--- src/rtl/full_hash_des_if.sv ---
// Byte-stream source to hash engine bundle: message byte, length and digest return.
// No latency of its own; a plain wire bundle.
// No backpressure signal; the source must pace itself around finalization.
interface full_hash_des_if #(
   parameter int LEN_W = 64
);
   logic             M_valid;
   logic [LEN_W-1:0] C_in;
   logic [7:0]       M;
   logic             hash_ready;
   logic [31:0]      digest;

   // Byte source side
   modport master (
      output M_valid,
      output C_in,
      output M,
      input  hash_ready,
      input  digest
   );

   // Hash engine side
   modport slave (
      input  M_valid,
      input  C_in,
      input  M,
      output hash_ready,
      output digest
   );
endinterface

--- src/rtl/full_hash_des.sv ---
// Streaming 32-bit hash on the DES S1 S-box: one byte per cycle, then 8 length bytes.
// Latency: last message byte at edge T, hash_ready/digest update at edge T+9.
// No backpressure: bytes presented during finalization or done are dropped.
module full_hash_des #(
   parameter int ROUNDS = 4,
   parameter int LEN_W  = 64
) (
   input  logic                 clk,
   input  logic                 rst_n,
   full_hash_des_if.slave       bus
);

   typedef enum logic [1:0] {
      IDLE,
      ABSORB,
      FINAL,
      DONE
   } state_t;

   // Initial chaining value {H7..H0}
   localparam logic [31:0] H_INIT = 32'h30FD_17B4;

   // S1 rows, nibble c holds column c
   localparam logic [63:0] S1_R0 = 64'h7095_C6A3_8BF2_1D4E;
   localparam logic [63:0] S1_R1 = 64'h8359_BC6A_1D2E_47F0;
   localparam logic [63:0] S1_R2 = 64'h05A3_79CF_B26D_8E14;
   localparam logic [63:0] S1_R3 = 64'hD60A_E3B5_7194_28CF;

   state_t           state, state_nxt;
   logic [LEN_W-1:0] len, len_nxt;
   logic [LEN_W-1:0] cnt, cnt_nxt;
   logic [31:0]      h, h_nxt;
   logic [2:0]       k, k_nxt;
   logic [31:0]      dig_q, dig_nxt;
   logic             hr_q, hr_nxt;

   function automatic logic [5:0] byte_tf(input logic [7:0] m);
      return {m[7] ^ m[1], m[3], m[2], m[5] ^ m[0], m[4], m[6]};
   endfunction

   function automatic logic [3:0] sbox(input logic [5:0] x);
      logic [63:0] row;
      case ({x[5], x[0]})
         2'b00:   row = S1_R0;
         2'b01:   row = S1_R1;
         2'b10:   row = S1_R2;
         default: row = S1_R3;
      endcase
      return row[{x[4:1], 2'b00} +: 4];
   endfunction

   // Every nibble takes its upper neighbour xor S, rotated left by i/2
   function automatic logic [31:0] one_round(input logic [31:0] hv, input logic [3:0] s);
      logic [31:0] r;
      logic [3:0]  t;
      logic [7:0]  tt;
      r = '0;
      for (int i = 0; i < 8; i++) begin
         t  = hv[((i + 1) % 8) * 4 +: 4] ^ s;
         tt = {t, t} << (i / 2);
         r[i * 4 +: 4] = tt[7:4];
      end
      return r;
   endfunction

   // S depends only on the byte, so it is shared across the unrolled rounds
   function automatic logic [31:0] absorb(input logic [31:0] hv, input logic [7:0] m);
      logic [31:0] acc;
      logic [3:0]  s;
      s   = sbox(byte_tf(m));
      acc = hv;
      for (int r = 0; r < ROUNDS; r++) begin
         acc = one_round(acc, s);
      end
      return acc;
   endfunction

   // State and datapath registers, synchronous reset wins over everything
   always_ff @(posedge clk) begin
      if (rst_n) begin
         state <= IDLE;
         len   <= '0;
         cnt   <= '0;
         h     <= H_INIT;
         k     <= '0;
         dig_q <= '0;
         hr_q  <= 1'b0;
      end else begin
         state <= state_nxt;
         len   <= len_nxt;
         cnt   <= cnt_nxt;
         h     <= h_nxt;
         k     <= k_nxt;
         dig_q <= dig_nxt;
         hr_q  <= hr_nxt;
      end
   end

   // Next-state and datapath update for absorb, length finalization and digest publish
   always_comb begin
      state_nxt = state;
      len_nxt   = len;
      cnt_nxt   = cnt;
      h_nxt     = h;
      k_nxt     = k;
      dig_nxt   = dig_q;
      hr_nxt    = 1'b0;
      case (state)
         IDLE: begin
            // A zero-length message cannot start; its byte is dropped
            if (bus.M_valid && (bus.C_in != '0)) begin
               len_nxt   = bus.C_in;
               h_nxt     = absorb(H_INIT, bus.M);
               cnt_nxt   = LEN_W'(1);
               k_nxt     = '0;
               state_nxt = (bus.C_in == LEN_W'(1)) ? FINAL : ABSORB;
            end
         end
         ABSORB: begin
            if (bus.M_valid) begin
               h_nxt   = absorb(h, bus.M);
               cnt_nxt = cnt + LEN_W'(1);
               if (cnt_nxt == len) begin
                  k_nxt     = '0;
                  state_nxt = FINAL;
               end
            end
         end
         FINAL: begin
            // Length bytes, least significant first
            h_nxt = absorb(h, len[{k, 3'b000} +: 8]);
            k_nxt = k + 3'd1;
            if (k == 3'd7) begin
               state_nxt = DONE;
            end
         end
         default: begin
            dig_nxt   = h;
            hr_nxt    = 1'b1;
            state_nxt = IDLE;
         end
      endcase
   end

   assign bus.hash_ready = hr_q;
   assign bus.digest     = dig_q;

endmodule

--- src/flat_wrapper.sv ---
// flat-port wrapper written by rule: the top's interface ports become plain ports
module full_hash_des_flat 
#(
   parameter int ROUNDS = 4,
   parameter int LEN_W  = 64
)
  (clk, rst_n, bus_M_valid, bus_C_in, bus_M, bus_hash_ready, bus_digest);
  full_hash_des_if #(.LEN_W(LEN_W)) bus_i ();
  input  logic clk;
  input  logic rst_n;
  input wire logic [$bits(bus_i.M_valid)-1:0] bus_M_valid;
  input wire logic [$bits(bus_i.C_in)-1:0] bus_C_in;
  input wire logic [$bits(bus_i.M)-1:0] bus_M;
  output wire logic [$bits(bus_i.hash_ready)-1:0] bus_hash_ready;
  output wire logic [$bits(bus_i.digest)-1:0] bus_digest;
  assign bus_i.M_valid = bus_M_valid;
  assign bus_i.C_in = bus_C_in;
  assign bus_i.M = bus_M;
  assign bus_hash_ready = bus_i.hash_ready;
  assign bus_digest = bus_i.digest;
  full_hash_des #(.ROUNDS(ROUNDS), .LEN_W(LEN_W)) u_core (.clk(clk), .rst_n(rst_n), .bus(bus_i));
endmodule
--- config.mk ---
export PLATFORM = sky130hd
export DESIGN_NAME = full_hash_des_flat
export DESIGN_NICKNAME = d
export VERILOG_FILES = /design/src/rtl/full_hash_des_if.sv /design/src/rtl/full_hash_des.sv /design/src/flat_wrapper.sv
export SDC_FILE = /design/constraint.sdc
export NUM_CORES = 1
export LEC_CHECK = 0
export BUFFER_PORTS_ARGS = -buffer_cell sky130_fd_sc_hd__buf_2
export CORE_MARGIN = 1
export CORE_UTILIZATION = 40
export CTS_BUF_LIST = sky130_fd_sc_hd__clkbuf_4
export DETAILED_ROUTE_END_ITERATION = 8
export PLACE_DENSITY_LB_ADDON = 0.12
export SYNTH_ARGS = -nofsm -noshare
export SYNTH_HDL_FRONTEND = slang
export SYNTH_SLANG_ARGS = --single-unit
--- constraint.sdc ---
create_clock -name clk -period 4.55 [get_ports clk]
set_clock_uncertainty 0.05 [all_clocks]
set_input_delay 0.2275 -clock clk [delete_from_list [all_inputs] [get_ports clk]]
set_output_delay 0.2275 -clock clk [all_outputs]
set_load 0.02 [all_outputs]
==> run_results.csv, run 1 <==
group,metric,value,unit
placement,port_buffers,107,
grt,grt_pass1_vias,12700,
route,drt-wirelength-per-cell,19.8,um
grt,grt_pass1_wl,72.3,mm
power_and_ir_drop,leakagePower,5.52,nW
status,outcome,"finished clean",
cts,cts_max_level,4,
floorplan,io-pin-count,108,
floorplan,die_h,186,um
setup_path,critPathLaunchType,"register",
yosys,synth_area_leaders,"dfxtp_1 (29%), nand2_1 (6.9%), xnor2_1 (6.7%)",
timing,setup-violations-final,0,
floorplan,initial_core_util,0.411,
layout,multi_input_area,8940,um2
floorplan,core_area,32900,um2
grt,grt_max_degree,117,
layout,final_common_cell,"nand2_1",
power_and_ir_drop,p_total,7.36,mW
setup_path,endpoint_kind,"register",
route,wl,46.4,mm
route,avgViaCountPerCell,5.91,
timing,tightest_slew,1.03,ns
yosys,seq_area_frac_synth,0.293,
cts,post-cts-setup-buffers,0,
setup_path,cp.required,5.05,ns
timing,final-max-slew-violation-count,0,
yosys,synth-edff-count,0,
yosys,yosysTopAreaCell,"dfxtp_1",
yosys,ys_ff_latch,198,
yosys,synth_top_area_share,0.293,
layout,final_cell_mix,"nand2_1 (249), dfxtp_1 (195), a21oi_1 (180)",
layout,finish.utilization,0.470,
route,drtIter0Drc,1165,
layout,nFillCells,3422,
yosys,syn-instance-count,1774,
timing,hold_slack,0.0356,ns
route,via_count,13800,
timing,period_share,0.946,
cts,cts_root_buf,"clkbuf_4",
setup_path,path_cells,"nand4_2 -> or4_4 -> or4_1 -> xnor2_1 -> a2111oi_0 -> nand4_1 -> nor4_2 -> a21oi_2 -> nor3_4 -> mux2i_1 -> nor2_1",
power_and_ir_drop,vdd.ir_drop.worst,0.319,mV
setup_path,max_stage_delay,0.73,ns
setup_path,crit_slowest_cell,"or4_1",
min_path,hold_path.class,"input port to register",
timing,rsz0062_at_grt,"no",
cts,clk-insertion-delay-late,0.67,ns
setup_path,crit_buf_inv,0,
yosys,ys_warn_count,0,
cts,clockBufferDepth,2,
route,first_pass_iters,6,
yosys,synth_area_per_cell,7.62,um2
yosys,ys_types,84,
placement,gp_congestion,0.950,
layout,regArea,3970,um2
timing,final.min_clock_period,4.30,ns
cts,cts_sinks,198,
setup_path,cpLargestDelayFamily,"simple AND/OR/NAND/NOR gates",
route,drc,0,
job,maxCapViolCount,0,
timing,max_slew_margin,0.313,
floorplan,fp.dieArea,34500,um2
yosys,ys.flop_type,"dfxtp_1",
timing,max_freq,0.232,GHz
layout,area_delta_synth_final,14.4,%
route,antenna_left,0,
layout,nNetsFinal,1980,
setup_path,worstSetupPathType,"register to register",
timing,hold_viol,0,
grt,globalRoute.totalOverflow,0,
timing,fin_setup_tns,0,ns
yosys,syn-cell-area,13500,um2
grt,grt_use_total,0.271,
power_and_ir_drop,p_per_area,476,nW/um2
layout,layout-drive-gt1-share,0.135,
cts,clk_pin_slew,0.19,ns
yosys,synth_nets,1869,
floorplan,rows,66,
setup_path,cp.arrival,4.81,ns
cts,cts_tree,"done",
setup_path,critical_path.max_fanout,13,
yosys,synthArstFlopShare,0,
grt,antenna_found_initial,1,
floorplan,die_w,186,um
placement,place_hpwl,32.7,mm
cts,cts_made_buffers,17,
## power breakdown
part	switching [mW]	internal, mW
Sequential	0.399	2.00
Combinational	2.40	1.55
Clock	0.759	0.259
## sequential cells by signal, indices dropped and copies added, names as in the netlist
register	cells
u_core.cnt	64
u_core.bus.digest	32
u_core.h	32
u_core.k	3
u_core.len	64
u_core.bus.hash_ready	1
u_core.state	2
## routing by layer
layer / vias to the layer above / track usage / wire (um)
met3: 51 / 0.0405 / 3040
met5: - / 0 / 0
met4: 0 / 0.0659 / 792
li1: 6613 / - / -
met2: 516 / 0.416 / 20600
met1: 6650 / 0.395 / 22000
## through the flow
stage	instances	cell area [um2]	setup slack, ns
detailed placement	2244	14500	0.261
global route	2341	15500	0.00353
finish	2341	15500	0.245
CTS	2340	15500	0.215
global placement	2244	14500	0.330
floorplan	1774	13500	0.544
## worst reg2reg max path: stages (launching register included)
cell,delay [ns]
dfxtp_1,0.51
nand4_2,0.33
or4_4,0.69
or4_1,0.73
xnor2_1,0.21
a2111oi_0,0.39
nand4_1,0.17
nor4_2,0.41
a21oi_2,0.19
nor3_4,0.25
mux2i_1,0.21
nor2_1,0.05
## worst paths after layout
kind,startpoint,endpoint,slack [ns],cells after the start
max,u_core.cnt[8]$_SDFFE_PP0P_,u_core.state[0]$_SDFFE_PP0P_,0.25,11
min,rst_n,u_core.bus.digest[6]$_SDFFE_PP0P_,0.04,2
max reg2reg,u_core.cnt[8]$_SDFFE_PP0P_,u_core.state[0]$_SDFFE_PP0P_,0.25,11
min reg2reg,u_core.bus.digest[23]$_SDFFE_PP0P_,u_core.bus.digest[23]$_SDFFE_PP0P_,0.46,2
## area by class of cell
class                      instances  area share
clock buffer                      17     0.00826
multi-input combinational       1419       0.578
antenna                            1    0.000162
tap                              442      0.0358
clock inverter                    15      0.0114
timing repair buffer             228       0.104
inverter                          21     0.00510
sequential                       198       0.257
## repair_timing
action                                 CTS  global route
endpoints found under the hold margin   64             0
setup endpoints to repair                0             5
hold buffers                            64             0
gates resized for setup                  0             3
## cells in the mapped netlist (6+ instances only)
cell type,instances
nor3_1,55
nand4_1,26
o22ai_1,11
o21ai_0,93
a221oi_1,13
or3_1,28
nor4_1,43
mux2i_1,42
o31ai_1,8
and2_1,20
nand2_1,250
and4_1,17
nor2_1,156
mux4_2,17
a2bb2oi_1,7
xor2_1,49
nand3_1,64
ha_1,20
o2bb2ai_1,6
clkbuf_1,112
dfxtp_1,198
a21oi_1,180
and3_1,12
or4_1,21
nand3b_1,10
o21ai_1,8
a211oi_1,24
xnor2_1,103
nand2b_1,13
buf_2,18
inv_1,18
a31oi_1,23
## cell families after synthesis
kind of cell,share of synthesized area
AND/OR/NAND/NOR,0.270
AO/OA/AOI/OAI,0.191
flip-flops,0.293
XOR/XNOR,0.110
buffers and inverters,0.0467
multiplexers,0.0706
adder cells (fa/ha/maj),0.0185
Note: power is estimated with default switching activity, not from simulation.
==> run 2: changes to the inputs <==
==> constraint.sdc (replaced) <==
create_clock -name clk -period 4.55 [get_ports clk]
set_clock_uncertainty 0.05 [all_clocks]
set_input_delay 0 -clock clk [delete_from_list [all_inputs] [get_ports clk]]
set_output_delay 0 -clock clk [all_outputs]
set_load 0.02 [all_outputs]
==> run 2 against run 1 <==
Core utilization up 0.39 points. Total power down 0.83%. Global-route usage about the same. Routed wire length down 0.34%. Worst hold slack gained 0.00099 ns. Combinational power hardly changed. Largest cell class unchanged. Cell count up 0.64%. Maximum frequency increased by 0.34%. Register-to-register slack barely moved. Critical path depth unchanged. Highest routed layer unchanged. First-iteration DRC count rose by 26%.
==> run_results.csv, run 2 (synthesized netlist as in run 1, its figures left out) <==
group,metric,value,unit
setup_path,rr_startpoint,"u_core.cnt[8]$_SDFFE_PP0P_",
timing,tightest_slew,1.09,ns
cts,cts_max_level,4,
placement,port_buffers,107,
layout,nNetsFinal,1995,
route,drtIter0Drc,1466,
grt,grt_pass1_wl,71.9,mm
grt,grt_max_degree,105,
floorplan,die_h,186,um
cts,ctsResizeCount,0,
power_and_ir_drop,vdd.ir_drop.worst,0.271,mV
setup_path,worstSetupPathType,"register to register",
setup_path,endpoint_kind,"register",
route,antenna_left,0,
setup_path,crit_slowest_cell,"or4_1",
floorplan,initial_core_util,0.411,
grt,grt_pass1_vias,12500,
grt,antenna_found_initial,1,
setup_path,cp.required,5.07,ns
cts,cts_sinks,198,
cts,cts_root_buf,"clkbuf_4",
layout,finish.utilization,0.474,
power_and_ir_drop,p_per_area,468,nW/um2
status,outcome,"finished clean",
job,maxCapViolCount,0,
timing,final-max-slew-violation-count,0,
timing,fin_setup_tns,0,ns
route,drt-wirelength-per-cell,19.6,um
setup_path,path_cells,"nand4_2 -> or4_4 -> or4_1 -> xnor2_1 -> a2111oi_0 -> nand4_1 -> nor4_2 -> a21oi_2 -> nor3_4 -> mux2i_1 -> nor2_1",
route,first_pass_iters,5,
setup_path,r2r_slack,0.26,ns
power_and_ir_drop,leakagePower,5.58,nW
timing,max_freq,0.233,GHz
timing,period_share,0.943,
min_path,hold_path.class,"input port to register",
cts,cts_made_buffers,17,
route,via_count,13800,
timing,rsz0062_at_grt,"no",
route,drc,0,
layout,final_common_cell,"nand2_1",
placement,gp_congestion,0.986,
setup_path,critPathLaunchType,"register",
power_and_ir_drop,seq_power_share,0.328,
setup_path,max_stage_delay,0.71,ns
layout,layout-drive-gt1-share,0.132,
setup_path,critical_path.max_fanout,13,
grt,grt_use_total,0.271,
power_and_ir_drop,p_int,3.80,mW
floorplan,fp.dieArea,34500,um2
timing,max_slew_margin,0.267,
floorplan,io-pin-count,108,
min_path,whs_endpoint,"u_core.len[21]$_SDFFE_PP0P_",
timing,final.min_clock_period,4.29,ns
route,avgViaCountPerCell,5.85,
min_path,min_path_cells,4,
timing,setup-violations-final,0,
layout,final_cell_mix,"nand2_1 (249), dfxtp_1 (198), a21oi_1 (180)",
cts,cts_tree,"done",
grt,globalRoute.totalOverflow,0,
cts,clockBufferDepth,2,
setup_path,r2r_cells,11,
cts,clk_pin_slew,0.19,ns
setup_path,cpLargestDelayFamily,"simple AND/OR/NAND/NOR gates",
floorplan,rows,66,
power_and_ir_drop,p_sw,3.49,mW
power_and_ir_drop,clkPwrFrac,0.135,
setup_path,crit_buf_inv,0,
floorplan,core_area,32900,um2
route,wl,46.3,mm
placement,place_hpwl,32.8,mm
cts,clk-insertion-delay-late,0.71,ns
floorplan,die_w,186,um
power_and_ir_drop,pwr-share-comb,0.537,
power_and_ir_drop,sw_frac_of_total,0.479,
layout,top_regs,"u_core.cnt: 64 flops, u_core.len: 64 flops",
setup_path,rr_endpoint,"u_core.state[1]$_SDFFE_PP0P_",
setup_path,crit_cells,11,
timing,hold_viol,0,
setup_path,cp.arrival,4.81,ns
min_path,hp-start,"bus_C_in[21]",
power_and_ir_drop,p_total,7.30,mW
layout,area_delta_synth_final,15.3,%
[run 2: cell types whose count changed in the layout (fill, tap and decap cells not counted)]
cell | before | now
dlygate4sd3_1 | 64 | 79
inv_6 | 4 | 8
dfxtp_1 | 195 | 198
dfxtp_2 | 3 | 0
inv_8 | 3 | 0
clkinv_2 | 0 | 1
clkinv_4 | 3 | 2
clkinv_8 | 5 | 4
[run 2: worst min-delay path: cells and delay by family]
| kind | cells | cell delay [ns] |
|---|---|---|
| AOI/OAI and AO/OA | 1 | 0.05 |
| buffers and inverters | 2 | 0.66 |
| and+or+nand+nor | 1 | 0.05 |
[run 2: per-layer routing]
layer | global-route usage | part of all wire
met5 | 0 | 0
met4 | 0.0813 | 0.022
met3 | 0.0460 | 0.074
met2 | 0.414 | 0.44
met1 | 0.385 | 0.46
[run 2: layout make-up]
cell class                      count  area (um2)
Inverter                           21        78.8
Clock inverter                     15         158
Fill cell                        3343       17300
Clock buffer                       17         128
Timing Repair Buffer              243        1760
Tap cell                          442         553
Antenna cell                        1        2.50
Sequential cell                   198        3960
Multi-Input combinational cell   1419        8940
[run 2: worst max path at each step]
stage	from	endpoint	slack, ns
2_1_floorplan	u_core.k[0]$_SDFFE_PP0P_	u_core.h[27]$_SDFFE_PP0P_	0.54
3_3_place_gp	u_core.cnt[0]$_SDFFE_PP0P_	u_core.state[1]$_SDFFE_PP0P_	0.41
3_5_place_dp	u_core.cnt[8]$_SDFFE_PP0P_	u_core.state[1]$_SDFFE_PP0P_	0.33
4_1_cts	u_core.cnt[8]$_SDFFE_PP0P_	u_core.state[1]$_SDFFE_PP0P_	0.29
5_1_grt	u_core.k[0]$_SDFFE_PP0P_	u_core.h[6]$_SDFFE_PP0P_	0.03
6_report	u_core.cnt[8]$_SDFFE_PP0P_	u_core.state[1]$_SDFFE_PP0P_	0.26
[run 2: timing repair]
item	4_1_cts	5_1_grt
buffers inserted	0	0
endpoints found under the hold margin	159	0
hold buffers	79	0
[run 2: power by group through the flow]
stage               combinational, mW  sequential (mW)  clock [mW]
floorplan                        2.89             2.27           0
global placement                 3.80             2.42           0
detailed placement               3.83             2.42           0
CTS                              3.90             2.38        1.02
global route                     4.30             2.42        1.07
finish                           3.92             2.39       0.985
[run 2: per-stage QoR]
step           std cells  instance area (um2)  worst slack (ns)  hold slack [ns]
2_1_floorplan       1774                13500             0.544           0.0860
3_3_place_gp        2244                14500             0.406            0.200
3_5_place_dp        2244                14500             0.326            0.209
4_1_cts             2355                15600             0.294          0.00171
5_1_grt             2356                15600            0.0279           0.0146
6_report            2356                15600             0.260           0.0366
